==> config.mk <==
export PLATFORM = sky130hd
export DESIGN_NAME = tp_mem_copy_engine
export DESIGN_NICKNAME = d
export VERILOG_FILES = /design/src/rtl/tp_mem_pkg.sv /design/src/rtl/tp_mem_copy_engine.sv
export SDC_FILE = /design/constraint.sdc
export NUM_CORES = 1
export LEC_CHECK = 0
export BUFFER_PORTS_ARGS = -buffer_cell sky130_fd_sc_hd__buf_4
export CAP_MARGIN = 20
export CORE_MARGIN = 3
export CORE_UTILIZATION = 47
export CTS_CLUSTER_DIAMETER = 30
export DETAILED_ROUTE_END_ITERATION = 10
export HOLD_SLACK_MARGIN = 0.03
export PLACE_DENSITY = 0.87
export SLEW_MARGIN = 40
export SYNTH_ARGS = -nofsm -noshare
export SYNTH_HDL_FRONTEND = slang
export SYNTH_SLANG_ARGS = --single-unit
==> constraint.sdc <==
create_clock -name clk -period 2.6 [get_ports clk]
set_input_delay 0.52 -clock clk [delete_from_list [all_inputs] [get_ports clk]]
set_output_delay 0.52 -clock clk [all_outputs]
set_load 0.005 [all_outputs]
==> src/rtl/tp_mem_pkg.sv <==
// tp_mem_pkg: shared state, mode and default width definitions
// for the two-port memory copy/fill engine.
package tp_mem_pkg;

   localparam int ADDR_W_DEF = 14;
   localparam int DATA_W_DEF = 32;

   localparam logic MODE_COPY = 1'b0;
   localparam logic MODE_FILL = 1'b1;

   typedef enum logic [1:0] {
      IDLE,
      RUN,
      DRAIN,
      FIN
   } state_t;

endpackage

==> src/rtl/tp_mem_copy_engine.sv <==
// tp_mem_copy_engine: block copy/fill initiator driving a read-only
// port A and a write-only port B of a registered two-port memory.
module tp_mem_copy_engine
   import tp_mem_pkg::*;
#(
   parameter int ADDR_W = ADDR_W_DEF,
   parameter int DATA_W = DATA_W_DEF,
   parameter int LEN_W  = ADDR_W + 1
) (
   input  logic              clk,
   input  logic              rst,
   input  logic              start,
   input  logic              mode,
   input  logic [ADDR_W-1:0] src_addr,
   input  logic [ADDR_W-1:0] dst_addr,
   input  logic [LEN_W-1:0]  len,
   input  logic [DATA_W-1:0] fill_value,
   input  logic              abort,
   output logic              busy,
   output logic              done,
   output logic              err,
   output logic              aborted,
   output logic              wen_a,
   output logic [ADDR_W-1:0] addr_a,
   output logic [DATA_W-1:0] data_in_a,
   input  logic [DATA_W-1:0] data_out_a,
   output logic              wen_b,
   output logic [ADDR_W-1:0] addr_b,
   output logic [DATA_W-1:0] data_in_b
);

   state_t            state_q, state_d;
   logic              mode_q, mode_d;
   logic [DATA_W-1:0] fill_q, fill_d;
   logic [ADDR_W-1:0] ra_q, ra_d;
   logic [ADDR_W-1:0] wa_q, wa_d;
   logic [LEN_W-1:0]  cnt_q, cnt_d;
   logic              wen_q, wen_d;
   logic              err_q, err_d;
   logic              abt_q, abt_d;

   logic [ADDR_W-1:0] gap;
   logic              hazard;
   logic              accept;
   logic              last;

   // A forward-overlapping copy would read words it already overwrote.
   assign gap    = dst_addr - src_addr;
   assign hazard = (mode == MODE_COPY) && (gap != '0) &&
                   (LEN_W'(gap) < len);
   assign accept = start && !abort;
   assign last   = (cnt_q == LEN_W'(1));

   always_comb begin
      state_d = state_q;
      mode_d  = mode_q;
      fill_d  = fill_q;
      ra_d    = ra_q;
      wa_d    = wa_q;
      cnt_d   = cnt_q;
      wen_d   = wen_q;
      err_d   = 1'b0;
      abt_d   = 1'b0;
      unique case (state_q)
         IDLE, FIN: begin
            state_d = IDLE;
            wen_d   = 1'b0;
            if (accept) begin
               mode_d = mode;
               fill_d = fill_value;
               cnt_d  = len;
               if (len == '0) begin
                  state_d = FIN;
               end else if (hazard) begin
                  err_d = 1'b1;
               end else begin
                  state_d = RUN;
                  ra_d    = src_addr;
                  wa_d    = dst_addr;
                  wen_d   = (mode == MODE_FILL);
               end
            end
         end
         RUN: begin
            if (abort) begin
               state_d = IDLE;
               wen_d   = 1'b0;
               abt_d   = 1'b1;
            end else begin
               cnt_d = cnt_q - LEN_W'(1);
               // Write pointer advances only after a write was issued.
               wa_d  = wen_q ? wa_q + ADDR_W'(1) : wa_q;
               if (mode_q == MODE_FILL) begin
                  wen_d = !last;
                  if (last) state_d = FIN;
               end else begin
                  wen_d = 1'b1;
                  if (last) state_d = DRAIN;
                  else      ra_d    = ra_q + ADDR_W'(1);
               end
            end
         end
         DRAIN: begin
            wen_d = 1'b0;
            if (abort) begin
               state_d = IDLE;
               abt_d   = 1'b1;
            end else begin
               state_d = FIN;
            end
         end
         default: begin
            state_d = IDLE;
            wen_d   = 1'b0;
         end
      endcase
   end

   always_ff @(posedge clk or posedge rst) begin
      if (rst) begin
         state_q <= IDLE;
         mode_q  <= MODE_COPY;
         fill_q  <= '0;
         ra_q    <= '0;
         wa_q    <= '0;
         cnt_q   <= '0;
         wen_q   <= 1'b0;
         err_q   <= 1'b0;
         abt_q   <= 1'b0;
      end else begin
         state_q <= state_d;
         mode_q  <= mode_d;
         fill_q  <= fill_d;
         ra_q    <= ra_d;
         wa_q    <= wa_d;
         cnt_q   <= cnt_d;
         wen_q   <= wen_d;
         err_q   <= err_d;
         abt_q   <= abt_d;
      end
   end

   assign busy      = (state_q == RUN) || (state_q == DRAIN);
   assign done      = (state_q == FIN);
   assign err       = err_q;
   assign aborted   = abt_q;
   assign wen_a     = 1'b0;
   assign data_in_a = '0;
   assign addr_a    = ra_q;
   assign wen_b     = wen_q;
   assign addr_b    = wa_q;
   // Copy data flows straight from the registered read port.
   assign data_in_b = !wen_q ? '0 :
                      (mode_q == MODE_FILL) ? fill_q : data_out_a;

endmodule

==> results.toml, run 1 <==
[status]
status = "finished with violations"
violations = "setup timing"

[timing]
finalMaxSlewViolations = 0
tightest_slew_ns = 0.608
finalHoldViolations = 0
fmax_mhz = 258
relSlewSlack = 0.594
rsz0062_at_grt = "yes"
post-route-min-period_ns = 3.88
finalWorstSetupSlack_ns = -1.28
period_share = 1.49
setup_viol = 30
clock_skew_ns = 0.0131

[yosys]
synthArstFlopShare = 1.00
synth.area.top_cells = "dfrtp_1 32%, nand2_1 9.1%, ha_1 6.5%"
synth_top_area_frac = 0.321
avgSynthCellArea_um2 = 7.82
syn_area_um2 = 6310
synth_edf_count = 0
ys_top_cells_by_count = "153 x nand2_1, 81 x dfrtp_1, 70 x nor2_1"
seq_area_frac_synth = 0.321
yosysUniqueCellTypes = 65
synth.ff_latch_count = 81
synth_most_common_cell = "nand2_1"
synth_flop_cell = "dfrtp_1"
syn_inst = 806
synth_area_leader_cell = "dfrtp_1"
synth_warnings = 0

[detailed_routing]
dr.pass1.iters = 6
wl_per_cell_um = 18.5
drt_wl_total_um = 22900
ant_nets = 0
drtIter0Drc = 701
viasPerCell = 5.84
drc_errors = 0
vias = 7233

[global_route]
antenna_found_initial = 0
grt_pass1_wl_um = 34600
grt_pass1_vias = 6863
grt_overflow_total = 0
grt_max_degree = 47
grtUsageTotal = 0.293

[worst_setup_path]
crit_type = "in2reg"
cp-end-kind = "register"
critical_path_peak_fanout = 6
cp_data_arrival_time_ns = 4.09
start_kind = "input pin"
worstPathRequired_ns = 2.82
r2r_setup_slack_ns = -0.18

[cells_and_area]
antennaDiodeCount = 0
seq_area_um2 = 2030
drive_gt1_frac = 0.367
nFillCells = 904
post-route-util = 0.723
stdcell_count = 1239
multi_input_area_um2 = 4220
synthToLayoutAreaGrowth_pct = 47.6
finish.net_count = 1209

[power]
powerDensity_nw_per_um2 = 774
total_power_mw = 7.21
peakVddDrop_mv = 0.729
leakage_nw = 4.49

[placed_design]
routabilityCongestion = 0.921
port_buffers = 176
dp_hpwl_um = 15400
dp.cells = 1212

[die]
row_count = 41
dieArea_um2 = 14800
initial_core_util = 0.490
die_w_um = 122
ioPinCount = 210
die_h_um = 122
design.core.area_um2 = 12900

[cts]
clock_latency_ns = 0.36
cts-root-buf = "clkbuf_16"
clkSinkCount = 81
cts_tree = "built"
postCtsHoldBufs = 0
numCtsBuffers = 9
htreeDepth = 3
clock_path_buffers = 2
path_clk_slew_ns = 0.06

[job]
max_cap_violations = 0

[worst_hold_path]
min_path_type = "in2async"
## through the flow
stage / cell area, um^2 / setup TNS, ns / setup slack, ns / hold WS, ns
finish: 9310 / -33.72 / -1.28 / 0.192
CTS: 9170 / -31.33 / -1.13 / 0.204
global route: 9310 / -38.53 / -1.42 / 0.218
detailed placement: 8450 / -45.25 / -1.63 / 0.463
floorplan: 6590 / -36.11 / -1.33 / 0.444
global placement: 8450 / -43.01 / -1.52 / 0.459
## power breakdown
part	switching, mW	internal, mW	total, mW
Clock	0.564	0.772	1.34
Sequential	0.594	1.73	2.32
Combinational	1.82	1.72	3.55
## state kept, by name (all words and copies together) (netlist names)
name / count
err: 1
wen_b: 1
addr_b: 14
addr_a: 14
mode_q: 1
state_q: 2
aborted: 1
fill_q: 32
cnt_q: 15
## kinds of logic (layout without fill, tap and decap cells)
kind of cell	after synthesis	in the layout	share of synthesized area
XOR/XNOR	10	10	0.0139
AO/OA/AOI/OAI	175	175	0.179
adder cells (fa/ha/maj)	34	34	0.0687
flip-flops	81	81	0.321
buffers and inverters	127	356	0.108
multiplexers	39	39	0.0623
AND/OR/NAND/NOR	339	339	0.247
other	1	33	0.000595
## metal layers
metal,global-route usage,share of wire,up-vias,wire length [um]
met5,0,0,-,0
met4,0.140,0.046,0,1050
met3,0.0645,0.099,102,2260
met2,0.501,0.49,456,11200
met1,0.350,0.37,3394,8370
li1,-,-,3281,-
## final timing paths
| path | depth (start not counted) | from | end |
|---|---|---|---|
| hold / removal | 2 | rst | fill_q[8]$_DFFE_PP0P_ |
| setup / recovery | 21 | dst_addr[0] | addr_b[11]$_DFFE_PP0P_ |
| min in group clk | 3 | fill_value[22] | fill_q[22]$_DFFE_PP0P_ |
| hold reg to reg | 2 | fill_q[5]$_DFFE_PP0P_ | fill_q[5]$_DFFE_PP0P_ |
| setup reg to reg | 9 | addr_a[1]$_DFFE_PP0P_ | addr_a[12]$_DFFE_PP0P_ |
| max in group asynchronous | 3 | rst | fill_q[5]$_DFFE_PP0P_ |
## final cells by class
class	count	area share
clock buffer	10	0.0257
clock inverter	5	0.00686
inverter	53	0.0226
multi-input combinational	630	0.453
sequential	81	0.218
tap	172	0.0231
timing repair buffer	288	0.251
## what timing repair did
| action | 4_1_cts | 5_1_grt |
|---|---|---|
| endpoints found under the setup margin | 30 | 33 |
| pin swaps | 10 | 5 |
| setup buffers | 7 | 2 |
| gates resized for setup | 45 | 34 |
| cloned | 4 | 0 |
## layout by cell type (no fill, tap or decap), types with 5 or more instances in the layout
master and instances:
nor2_1 67, dfrtp_1 80, clkbuf_16 9, xnor2_1 7
ha_4 5, o21ai_1 5, nand4_1 11, a31oi_2 6
and3_1 10, nor4_1 6, buf_12 6, a31oi_1 8
conb_1 33, nand2_1 151, a41oi_2 10, mux2i_1 37
o21ai_0 29, a21o_1 5, buf_6 6, nand3_1 23
or3_1 9, nand2b_1 11, a21oi_2 16, o211ai_1 8
o22ai_1 17, buf_4 271, a21oi_1 24, ha_1 25
a31oi_4 7, inv_1 50, nor3_1 18
## worst max-delay path, stage by stage
cell and delay (ns):
buf_6 0.08, inv_4 0.04, ha_4 0.17, fa_2 0.37, nor2b_4 0.15, o21ai_2 0.08
and2_4 0.14, a41o_2 0.27, or2_4 0.24, ha_4 0.25, a2111oi_4 0.34, o21ai_2 0.09
a31oi_1 0.14, nor2_1 0.08, a211oi_2 0.17, o21a_1 0.23, o21ai_4 0.15, buf_12 0.18
buf_16 0.14, a31oi_4 0.18, a21oi_2 0.06
Power figures use the tool's default switching activity.
==> run 2: changes to the inputs <==
Settings changed: MAX_ROUTING_LAYER set to met4.
==> run 2 against run 1 <==
The run still ends with setup timing left. Flip-flop and latch count unchanged. Register-to-register slack improved by 0.12 ns. Via count decreased by 3.7%. Non-clock buffer count decreased by 7. Final area decreased by 2.5%. Highest routed layer unchanged. Global-route usage decreased by 1.5 points. Cell count decreased by 0.56%.
==> results.toml, run 2 (synthesis results as in run 1) <==
[cells_and_area]
synthToLayoutAreaGrowth_pct = 43.9
largestRegisters = "fill_q x32, cnt_q x15"
finish.net_count = 1202
layout_common_cells = "268 x buf_4, 151 x nand2_1, 80 x dfrtp_1"
fin_area_um2 = 9080
antennaDiodeCount = 0
final_common_cell = "buf_4"
regMostFlops = "fill_q"
stdcell_count = 1232
nFillCells = 916
seq_area_um2 = 2030
post-route-util = 0.705
multi_input_area_um2 = 4150
drive_gt1_frac = 0.358
largest_register_ffs = 32

[status]
violations = "setup timing"
status = "finished with violations"

[detailed_routing]
vias = 6963
viasPerCell = 5.65
wl_per_cell_um = 17.2
ant_nets = 0
drc_errors = 0
drt_wl_total_um = 21100
dr.pass1.iters = 6
drtIter0Drc = 639

[power]
powerDensity_nw_per_um2 = 750
peakVddDrop_mv = 0.541
leakage_nw = 4.41
total_power_mw = 6.81

[die]
die_w_um = 122
initial_core_util = 0.490
dieArea_um2 = 14800
ioPinCount = 210
row_count = 41
design.core.area_um2 = 12900
die_h_um = 122

[timing]
rsz0062_at_grt = "yes"
relSlewSlack = 0.642
finalHoldViolations = 0
fmax_mhz = 269
setup_viol = 30
tns_ns = -31.00
post-route-min-period_ns = 3.72
finalMaxSlewViolations = 0
clock_skew_ns = 0.0111
period_share = 1.43
finalWorstSetupSlack_ns = -1.12
tightest_slew_ns = 0.532
hold_ws_ns = 0.303

[cts]
cts_tree = "built"
postCtsHoldBufs = 0
clkSinkCount = 81
clock_path_buffers = 2
path_clk_slew_ns = 0.06
cts-root-buf = "clkbuf_16"
clock_latency_ns = 0.35
numCtsBuffers = 9
htreeDepth = 3

[placed_design]
routabilityCongestion = 0.957
dp_hpwl_um = 15200
dpl-instance-area_um2 = 8410
port_buffers = 176
pre_cts_slack_ns = -1.64
dp.cells = 1206

[worst_setup_path]
crit_path_top_delay_cell = "a211oi_2"
cp_top_family = "compound AO/OA/AOI/OAI gates"
critPathMaxStageDelay_ns = 0.36
cp_data_arrival_time_ns = 3.94
cp_common_cell = "o21ai_1"
critical_path_peak_fanout = 7
start_kind = "input pin"
cp_num_buf_inv = 4
worstPathCellList = "buf_4, inv_1, ha_1, nand2b_1, a211oi_2, o21ai_1, o21ai_1, xnor2_1, inv_1, ha_1, a2111oi_4, o21ai_1, a31oi_1, nor2_1, a211oi_2, o21a_2, o21ai_4, buf_4, a41oi_2, o211ai_1"
worstPathRequired_ns = 2.82
crit_type = "in2reg"
cp-end-kind = "register"

[worst_hold_path]
min_path_type = "in2async"

[global_route]
grt_max_degree = 82
grt_overflow_total = 0
grtUsageTotal = 0.278
grt_pass1_wl_um = 32300
grt_pass1_vias = 6552
antenna_found_initial = 0

[job]
max_cap_violations = 0
-- run 2: repair_timing --
item	in CTS	in global routing
endpoints found under the setup margin	30	33
endpoints found under the hold margin	0	0
pin swaps	24	8
resized for setup	36	28
setup buffers	8	3
-- run 2: power by group --
part,leakage (nW),internal [mW],switching [mW]
logic,3.31,1.60,1.72
clock network,0.135,0.674,0.541
registers,0.960,1.73,0.541
total,4.41,4.01,2.80
-- run 2: worst paths after layout --
kind | depth (start not counted) | slack [ns] | startpoint | to
worst max-delay path | 20 | -1.12 | src_addr[1] | addr_a[8]$_DFFE_PP0P_
worst min-delay path | 3 | 0.30 | rst | fill_q[8]$_DFFE_PP0P_
worst max register to register | 9 | -0.06 | addr_a[0]$_DFFE_PP0P_ | addr_a[12]$_DFFE_PP0P_
worst min register to register | 2 | 0.48 | fill_q[15]$_DFFE_PP0P_ | fill_q[15]$_DFFE_PP0P_
max in group asynchronous | 3 | 1.94 | rst | addr_b[9]$_DFFE_PP0P_
min in group clk | 3 | 0.36 | fill_value[13] | fill_q[13]$_DFFE_PP0P_
-- run 2: worst min-delay path: stages --
cell and delay (ns):
buf_4 0.12, clkinvlp_4 0.07, buf_12 0.37
-- run 2: per-layer routing --
layer,vias up,global-route usage,wire [um]
li1,3266,-,-
met1,3269,0.340,8150
met2,378,0.469,10800
met3,50,0.0497,1710
met4,0,0.0882,477
met5,-,-,0
-- run 2: layout make-up --
type,count,share of cell area
Clock buffer,10,0.0263
Clock inverter,5,0.00427
Inverter,53,0.0232
Multi-Input combinational cell,630,0.457
Sequential cell,81,0.223
Tap cell,172,0.0237
Timing Repair Buffer,281,0.242
